### config.mk
export PLATFORM = sky130hd
export DESIGN_NAME = piso_serializer
export DESIGN_NICKNAME = d
export VERILOG_FILES = /design/src/rtl/piso_pkg.sv /design/src/rtl/piso_bit_cnt.sv /design/src/rtl/piso_serializer.sv
export SDC_FILE = /design/constraint.sdc
export NUM_CORES = 1
export LEC_CHECK = 0
export ABC_CLOCK_PERIOD_IN_PS = 1500
export CAP_MARGIN = 10
export CORE_AREA = 2 2 39 41
export CTS_BUF_LIST = sky130_fd_sc_hd__clkbuf_16
export CTS_CLUSTER_DIAMETER = 200
export DETAILED_ROUTE_END_ITERATION = 10
export DIE_AREA = 0 0 41 43
export PLACE_DENSITY_LB_ADDON = 0.1
export SLEW_MARGIN = 10
export SYNTH_ARGS = -nofsm -noshare
export SYNTH_HDL_FRONTEND = slang
export SYNTH_HIERARCHICAL = 1
export SYNTH_SLANG_ARGS = --single-unit
### constraint.sdc
create_clock -name i_clk -period 1.5 [get_ports i_clk]
set_input_delay 0.45 -clock i_clk [delete_from_list [all_inputs] [get_ports i_clk]]
set_output_delay 0.45 -clock i_clk [all_outputs]
set_load 0.005 [all_outputs]
### src/rtl/piso_pkg.sv
// piso_pkg: shared state encoding and default width for the PISO serializer
package piso_pkg;
  typedef enum logic {IDLE, SHIFT} state_e;
  localparam int PISO_DEFAULT_WIDTH = 4;
endpackage

### src/rtl/piso_bit_cnt.sv
// piso_bit_cnt: saturating bit counter that flags the final bit of a word
module piso_bit_cnt #(
  parameter int WIDTH = 4
) (
  input  logic i_clk,
  input  logic i_rst_n,
  input  logic i_clr,
  input  logic i_inc,
  output logic o_is_last
);
  localparam int CW = $clog2(WIDTH);
  logic [CW-1:0] cnt_q, cnt_d;
  always_comb cnt_d = i_clr ? '0 : (i_inc && !o_is_last) ? cnt_q + 1'b1 : cnt_q;
  always_ff @(posedge i_clk)
    if (!i_rst_n) cnt_q <= '0;
    else cnt_q <= cnt_d;
  assign o_is_last = cnt_q == CW'(WIDTH - 1);
endmodule

### src/rtl/piso_serializer.sv
// piso_serializer: parallel-in serial-out shifter with load/shift handshakes
module piso_serializer
  import piso_pkg::*;
#(
  parameter int WIDTH     = PISO_DEFAULT_WIDTH,
  parameter bit MSB_FIRST = 1'b1
) (
  input  logic             i_clk,
  input  logic             i_rst_n,
  input  logic [WIDTH-1:0] i_data,
  input  logic             i_load_valid,
  output logic             o_load_ready,
  input  logic             i_shift_en,
  output logic             o_sd,
  output logic             o_sd_valid,
  output logic             o_last,
  output logic             o_busy
);
  state_e           state_q, state_d;
  logic [WIDTH-1:0] shreg_q, shreg_d;
  logic             is_last, busy, consume, accept, adv;
  always_comb begin
    busy         = state_q == SHIFT;
    o_last       = busy && is_last;
    consume      = o_last && i_shift_en;
    o_load_ready = !busy || consume;
    accept       = i_load_valid && o_load_ready;
    adv          = busy && i_shift_en && !is_last;
    state_d      = accept ? SHIFT : consume ? IDLE : state_q;
    shreg_d      = accept ? i_data
                 : adv ? (MSB_FIRST ? {shreg_q[WIDTH-2:0], 1'b0} : {1'b0, shreg_q[WIDTH-1:1]})
                 : shreg_q;
    o_busy       = busy;
    o_sd_valid   = busy;
    o_sd         = busy && (MSB_FIRST ? shreg_q[WIDTH-1] : shreg_q[0]);
  end
  always_ff @(posedge i_clk)
    if (!i_rst_n) begin
      state_q <= IDLE;
      shreg_q <= '0;
    end else begin
      state_q <= state_d;
      shreg_q <= shreg_d;
    end
  piso_bit_cnt #(.WIDTH(WIDTH)) u_cnt (
    .i_clk    (i_clk),
    .i_rst_n  (i_rst_n),
    .i_clr    (accept),
    .i_inc    (adv),
    .o_is_last(is_last)
  );
endmodule

# ---- Word-level counts from Yosys, hierarchy flattened
# Cells that the tools add are included.
dict set report word_totals {
  word_cells 23
  input_bits 8
  output_inout_bits 5
  register_bits 7
}
dict set report op_classes {
  addsub 1
  bitwise_logic 1
  muxes 4
  n_reduce_logical 13
  eq_ne 1
}
# operator n
set ops {}
lappend ops {{two-way mux 4 bit} 2}
lappend ops {{logical AND 1 bit} 7}
lappend ops {{nonzero test 2 bit} 2}
lappend ops {{adder 2 x 1 -> 2 bit, second input constant} 1}
lappend ops {{equality test 2 bit, second input constant} 1}
lappend ops {{zero test 1 bit} 2}
lappend ops {{two-way mux 1 bit} 2}
lappend ops {{OR reduction 2 bit} 1}
lappend ops {{logical OR 1 bit} 1}
lappend ops {{inverter 1 bit} 1}

# ---- Depth between registers and ports, before layout
# Gate-level depths: netlist of the first run.
dict set report depth {
  ltp_word 6
  ltp_mapped 6
  ltp_nobuf 6
}

# ---- Modules after synthesis
# Netlist of the first run, hierarchy kept.
# module n_inst cells_per_inst area_per_inst_um2 seq_area_each_um2
set by_module_without_submodules {}
lappend by_module_without_submodules {piso_serializer 1 33 300.3 100.1}
lappend by_module_without_submodules {piso_bit_cnt 1 9 98.8 40.0}

# ---- Worst setup path after synthesis of the first run
# OpenSTA, ideal clock, no wires.
dict set report synth_timing {
  kind {reg-to-reg}
  from {register u_cnt.cnt_q[0]}
  to {register u_cnt.cnt_q[1]}
  synth_period_minus_slack_ps 1447
  t_arrival_ps 1333
  setup_slack_ps 53
  required_time_ps 1386
  setup_ps 114
  stages_incl_launch_ff 7
  cell_sequence {dfxtp_1 -> ha_1 -> nor2b_1 -> and2_1 -> nor2b_4 -> mux2i_1 -> nor2_1}
}
dict set report synth_via {
  elab_cells_between_ends 10
}
# item line
set synth_rtl {}
lappend synth_rtl {{start: declaration} piso_bit_cnt.sv:12} ;# logic [CW-1:0] cnt_q, cnt_d;
lappend synth_rtl {{start signal: assignment} piso_bit_cnt.sv:16} ;# else cnt_q <= cnt_d;
lappend synth_rtl {{equality test 2 bit} piso_bit_cnt.sv:17} ;# assign o_is_last = cnt_q == CW'(WIDTH - 1);
lappend synth_rtl {{net is_last} piso_serializer.sv:21} ;# logic is_last, busy, consume, accept, adv;
lappend synth_rtl {{zero test 1 bit} piso_serializer.sv:28} ;# adv = busy && i_shift_en && !is_last;
lappend synth_rtl {{logical AND 1 bit} piso_serializer.sv:28}
lappend synth_rtl {{net adv} piso_serializer.sv:21}
lappend synth_rtl {{logical AND 1 bit} piso_bit_cnt.sv:13} ;# always_comb cnt_d = i_clr ? '0 : (i_inc && !o_is_last) ? cnt_q + 1'b1 : cnt_q;
# The timed path passes the listed nets, and every way through them passes these cells.
# A chain may end at the register's enable or synchronous reset.

# ---- Worst setup path after layout of the first run
dict set report layout_timing {
  from {register u_cnt.cnt_q[0]}
  to {output port o_load_ready}
}
dict set report layout_via {
  elab_chain_cells 4
}
# item line
set layout_rtl {}
lappend layout_rtl {{equality test 2 bit} piso_bit_cnt.sv:17}
lappend layout_rtl {{net is_last} piso_serializer.sv:21}
lappend layout_rtl {{logical AND 1 bit} piso_serializer.sv:24} ;# o_last = busy && is_last;
lappend layout_rtl {{logical AND 1 bit} piso_serializer.sv:25} ;# consume = o_last && i_shift_en;
lappend layout_rtl {{logical OR 1 bit} piso_serializer.sv:26} ;# o_load_ready = !busy || consume;
lappend layout_rtl {{end: declaration} piso_serializer.sv:12} ;# output logic o_load_ready,
# The timed path passes the listed nets, and every way through them passes these cells.

==> key figures, run 1 <==
Clocking
  • Clock Tree Buf Depth: 2
  • CTS HTree Levels: 1
  • Root Driver: clkbuf_16
  • CTS buffer count: 3
  • Clk slew on worst S/H paths: 0.04 ns
  • Hold_buf cts: 0
  • Worst-skew pair later-pin latency: roughly 0.23 ns
  • CTS tree: yes
  • # clock sinks: 7

Cells and area
  • Finished Layout Cells: 85
  • Area Overhead vs Synth: 88.4%
  • ANT cells: 0
  • Share of cells above drive strength 1: 44.9%
  • Final Util: a little over half
  • FILL cells: 131
  • Final Instance Area: 752 sq um
  • Total Nets Final: between 70 and 80
  • Area of the multi-input gates: 280 sq um
  • Seq. cell area: around 150 sq um

Synthesis
  • Mean post-synth cell area: 9.50 sq um
  • Synth Flop Type: dfxtp_1
  • Fraction of synthesized cell area taken by the top area cell type: 35.1%
  • Seq cells post-synth: 7
  • Cell count after synthesis: 42
  • Top-count cell post-synth: dfxtp_1
  • Number of synthesized flops with an enable pin: 0
  • Post-synthesis async set-or-reset flop share: 0%
  • Most common library cells after synthesis: 7 x dfxtp_1, 5 x nor2_1
  • Syn_nets: 51
  • Synth cell types: 21
  • Seq/Total Area, Yosys: a little over a third
  • Synth top area cells: dfxtp_1 35%, o2111a_1 8.5%, nor3b_1 5.6%
  • Cell Area, Synth: ~400 sq um
  • Synth warnings: 6
  • Synth area leader: dfxtp_1

Timing
  • Setup TNS: -0.127 ns
  • RSZ-0062 raised after global routing: true
  • Min Tclk post-route: 1.60 ns
  • Worst clock skew: 0.00369 ns
  • Max-slew violations: 0
  • Slew margin rel.: roughly 80%
  • Setup violators final: 2
  • Tcrit/Tclk final: 107%
  • Hold slack: roughly 0.53 ns
  • Worst-Margin Slew: 0.327 ns
  • Final Hold Viols: 0
  • Fmax: 625 MHz
  • Worst setup margin: -0.100 ns

Job
  • Maxcap violations: 0

Hold path
  • Worst Hold Class: flop to flop

Drt
  • Post-route ant nets: 0
  • Via density: 4.81
  • M1 wire length: roughly 480 um
  • Wire length per cell: approximately 13 um
  • Top sig layer: met4
  • DRC Markers: 0
  • WL final: 1130 um
  • Met3 WL post-DR: 53 um
  • DR pass1 iterations: 2
  • Initial DRC count: 1
  • Met2 WL: 579 um
  • Vias: 409

Setup path
  • Crit end category: output pin
  • Critical Path Most Common Cell: buf_6
  • CP required: 1.05 ns
  • Setup crit start kind: flop
  • CP peak stage delay: between 0.3 and 0.4 ns
  • Crit path DAT: between 1 and 1.5 ns
  • CP Cell Sequence: ha_4 > buf_6 > a21bo_4 > buf_6
  • Crit Path Category: flop to output pin
  • Crit-path slowest cell: dfxtp_2
  • Maximum fanout along the worst path: 2

Global routing
  • GRT Resource Usage Total: between 10% and 20%
  • Total gr overflow: 0
  • Vias in the first global route: 439
  • Global-route wire length before repair: between 1500 and 2000 um
  • Largest net degree at the start of global routing: 9
  • Initial antenna violation count: 0

Outcome
  • Failing checks: setup timing
  • Status: complete, but fails checks

Pwr
  • Pwr dens: 1050 nW/um^2
  • Worst VDD drop: 0.000539 V
  • Pwr Total: ~0.8 mW
  • Static leakage: ~0.35 nW

Floorplan
  • Die area: around 1800 sq um
  • Starting Density: 28.8%
  • Die Width: 41 um
  • Die Span Y: 43 um
  • Core Area: about 1400 sq um
  • IO Count: 13
  • FP Rows: 14

Place
  • Buffers on Ports: 12
  • Placed inst area: 599 sq um
  • Cells after DPL: slightly below 80
  • Pre-CTS setup slack: -0.523 ns
  • Placed wire-length estimate: around 830 um
  • Placer Congestion: 0.789
-- worst max-delay path, delay by kind of cell, from the launching register on --
kind,cells,cell delay [ns]
buffers and inverters,2,0.22
AO/OA/AOI/OAI,1,0.21
adder cells (fa/ha/maj),1,0.16
flip-flops,1,0.33
-- registers in the layout, summed over array words and instances, names as in the netlist --
signal / count
o_busy: 1
shreg_q: 4
u_cnt/cnt_q: 2
-- kinds of logic (layout without fill, tap and decap cells) --
logic type	count (synthesis)	count (layout)	share of synthesized area [%]
DFF	7	7	35.1
adders and majority gates	1	1	3.13
xor gates and xnor gates	1	1	2.19
muxes	1	1	2.51
buffers and inverters	3	30	3.76
AOI/OAI and AO/OA	10	10	24.5
and+or+nand+nor	19	19	28.8
-- per-layer routing --
layer,track usage (%),vias up
li1,-,208
met1,15.8,188
met5,0,-
met4,8.00,0
met2,24.4,11
met3,6.28,2
-- final timing paths --
check	start	end	slack (ns)	cells after the start
worst max-delay path	u_cnt/cnt_q[0]$_SDFFE_PP0P_	o_load_ready	-0.10	4
worst min-delay path	u_cnt/cnt_q[1]$_SDFFE_PP0P_	u_cnt/cnt_q[1]$_SDFFE_PP0P_	0.53	2
worst max register to register	u_cnt/cnt_q[0]$_SDFFE_PP0P_	u_cnt/cnt_q[1]$_SDFFE_PP0P_	0	8
worst min register to register	u_cnt/cnt_q[1]$_SDFFE_PP0P_	u_cnt/cnt_q[1]$_SDFFE_PP0P_	0.53	2
-- layout by cell type (no fill, tap or decap), drive strengths merged, types with 2 or more instances in the layout --
cell type	count
o2111a	3
nand2	2
clkdlybuf4s50	5
nor2b	2
nor3b	3
dfxtp	7
and2	3
nor2	5
clkbuf	3
dlygate4sd2	4
buf	14
inv	2
or3	3
o21ai	3
-- power by group --
group / total (mW) / internal, mW / switching (mW)
clock network: 0.459 / 0.350 / 0.109
logic: 0.121 / 0.0764 / 0.0450
registers: 0.211 / 0.200 / 0.0110
total: 0.791 / 0.627 / 0.165
-- what timing repair did --
action / in CTS / in global routing
gates resized for setup: 22 / 8
pin swaps: 1 / 6
hold endpoints to repair: 0 / 0
setup endpoints to repair: 10 / 6
buffers inserted: 2 / 1
-- layout make-up --
cell class | count | share of cell area, %
clock inverters | 1 | 0.666
clock buffers | 3 | 9.98
multi-input cells | 32 | 37.3
inverters | 2 | 0.998
flip-flops and latches | 7 | 19.5
well taps | 16 | 2.66
repair buffers | 24 | 29.0
Note: power is estimated with default switching activity, not from simulation.
==> run 2: changes to the inputs <==
--- a/config.mk
+++ b/config.mk
@@ -13,7 +13,7 @@
 export DETAILED_ROUTE_END_ITERATION = 10
 export DIE_AREA = 0 0 41 43
 export PLACE_DENSITY_LB_ADDON = 0.1
-export SLEW_MARGIN = 10
+export SLEW_MARGIN = 20
 export SYNTH_ARGS = -nofsm -noshare
 export SYNTH_HDL_FRONTEND = slang
 export SYNTH_HIERARCHICAL = 1
==> results of run 2 <==
Same layout as run 1: the final DEF is identical, and so are final timing and power.
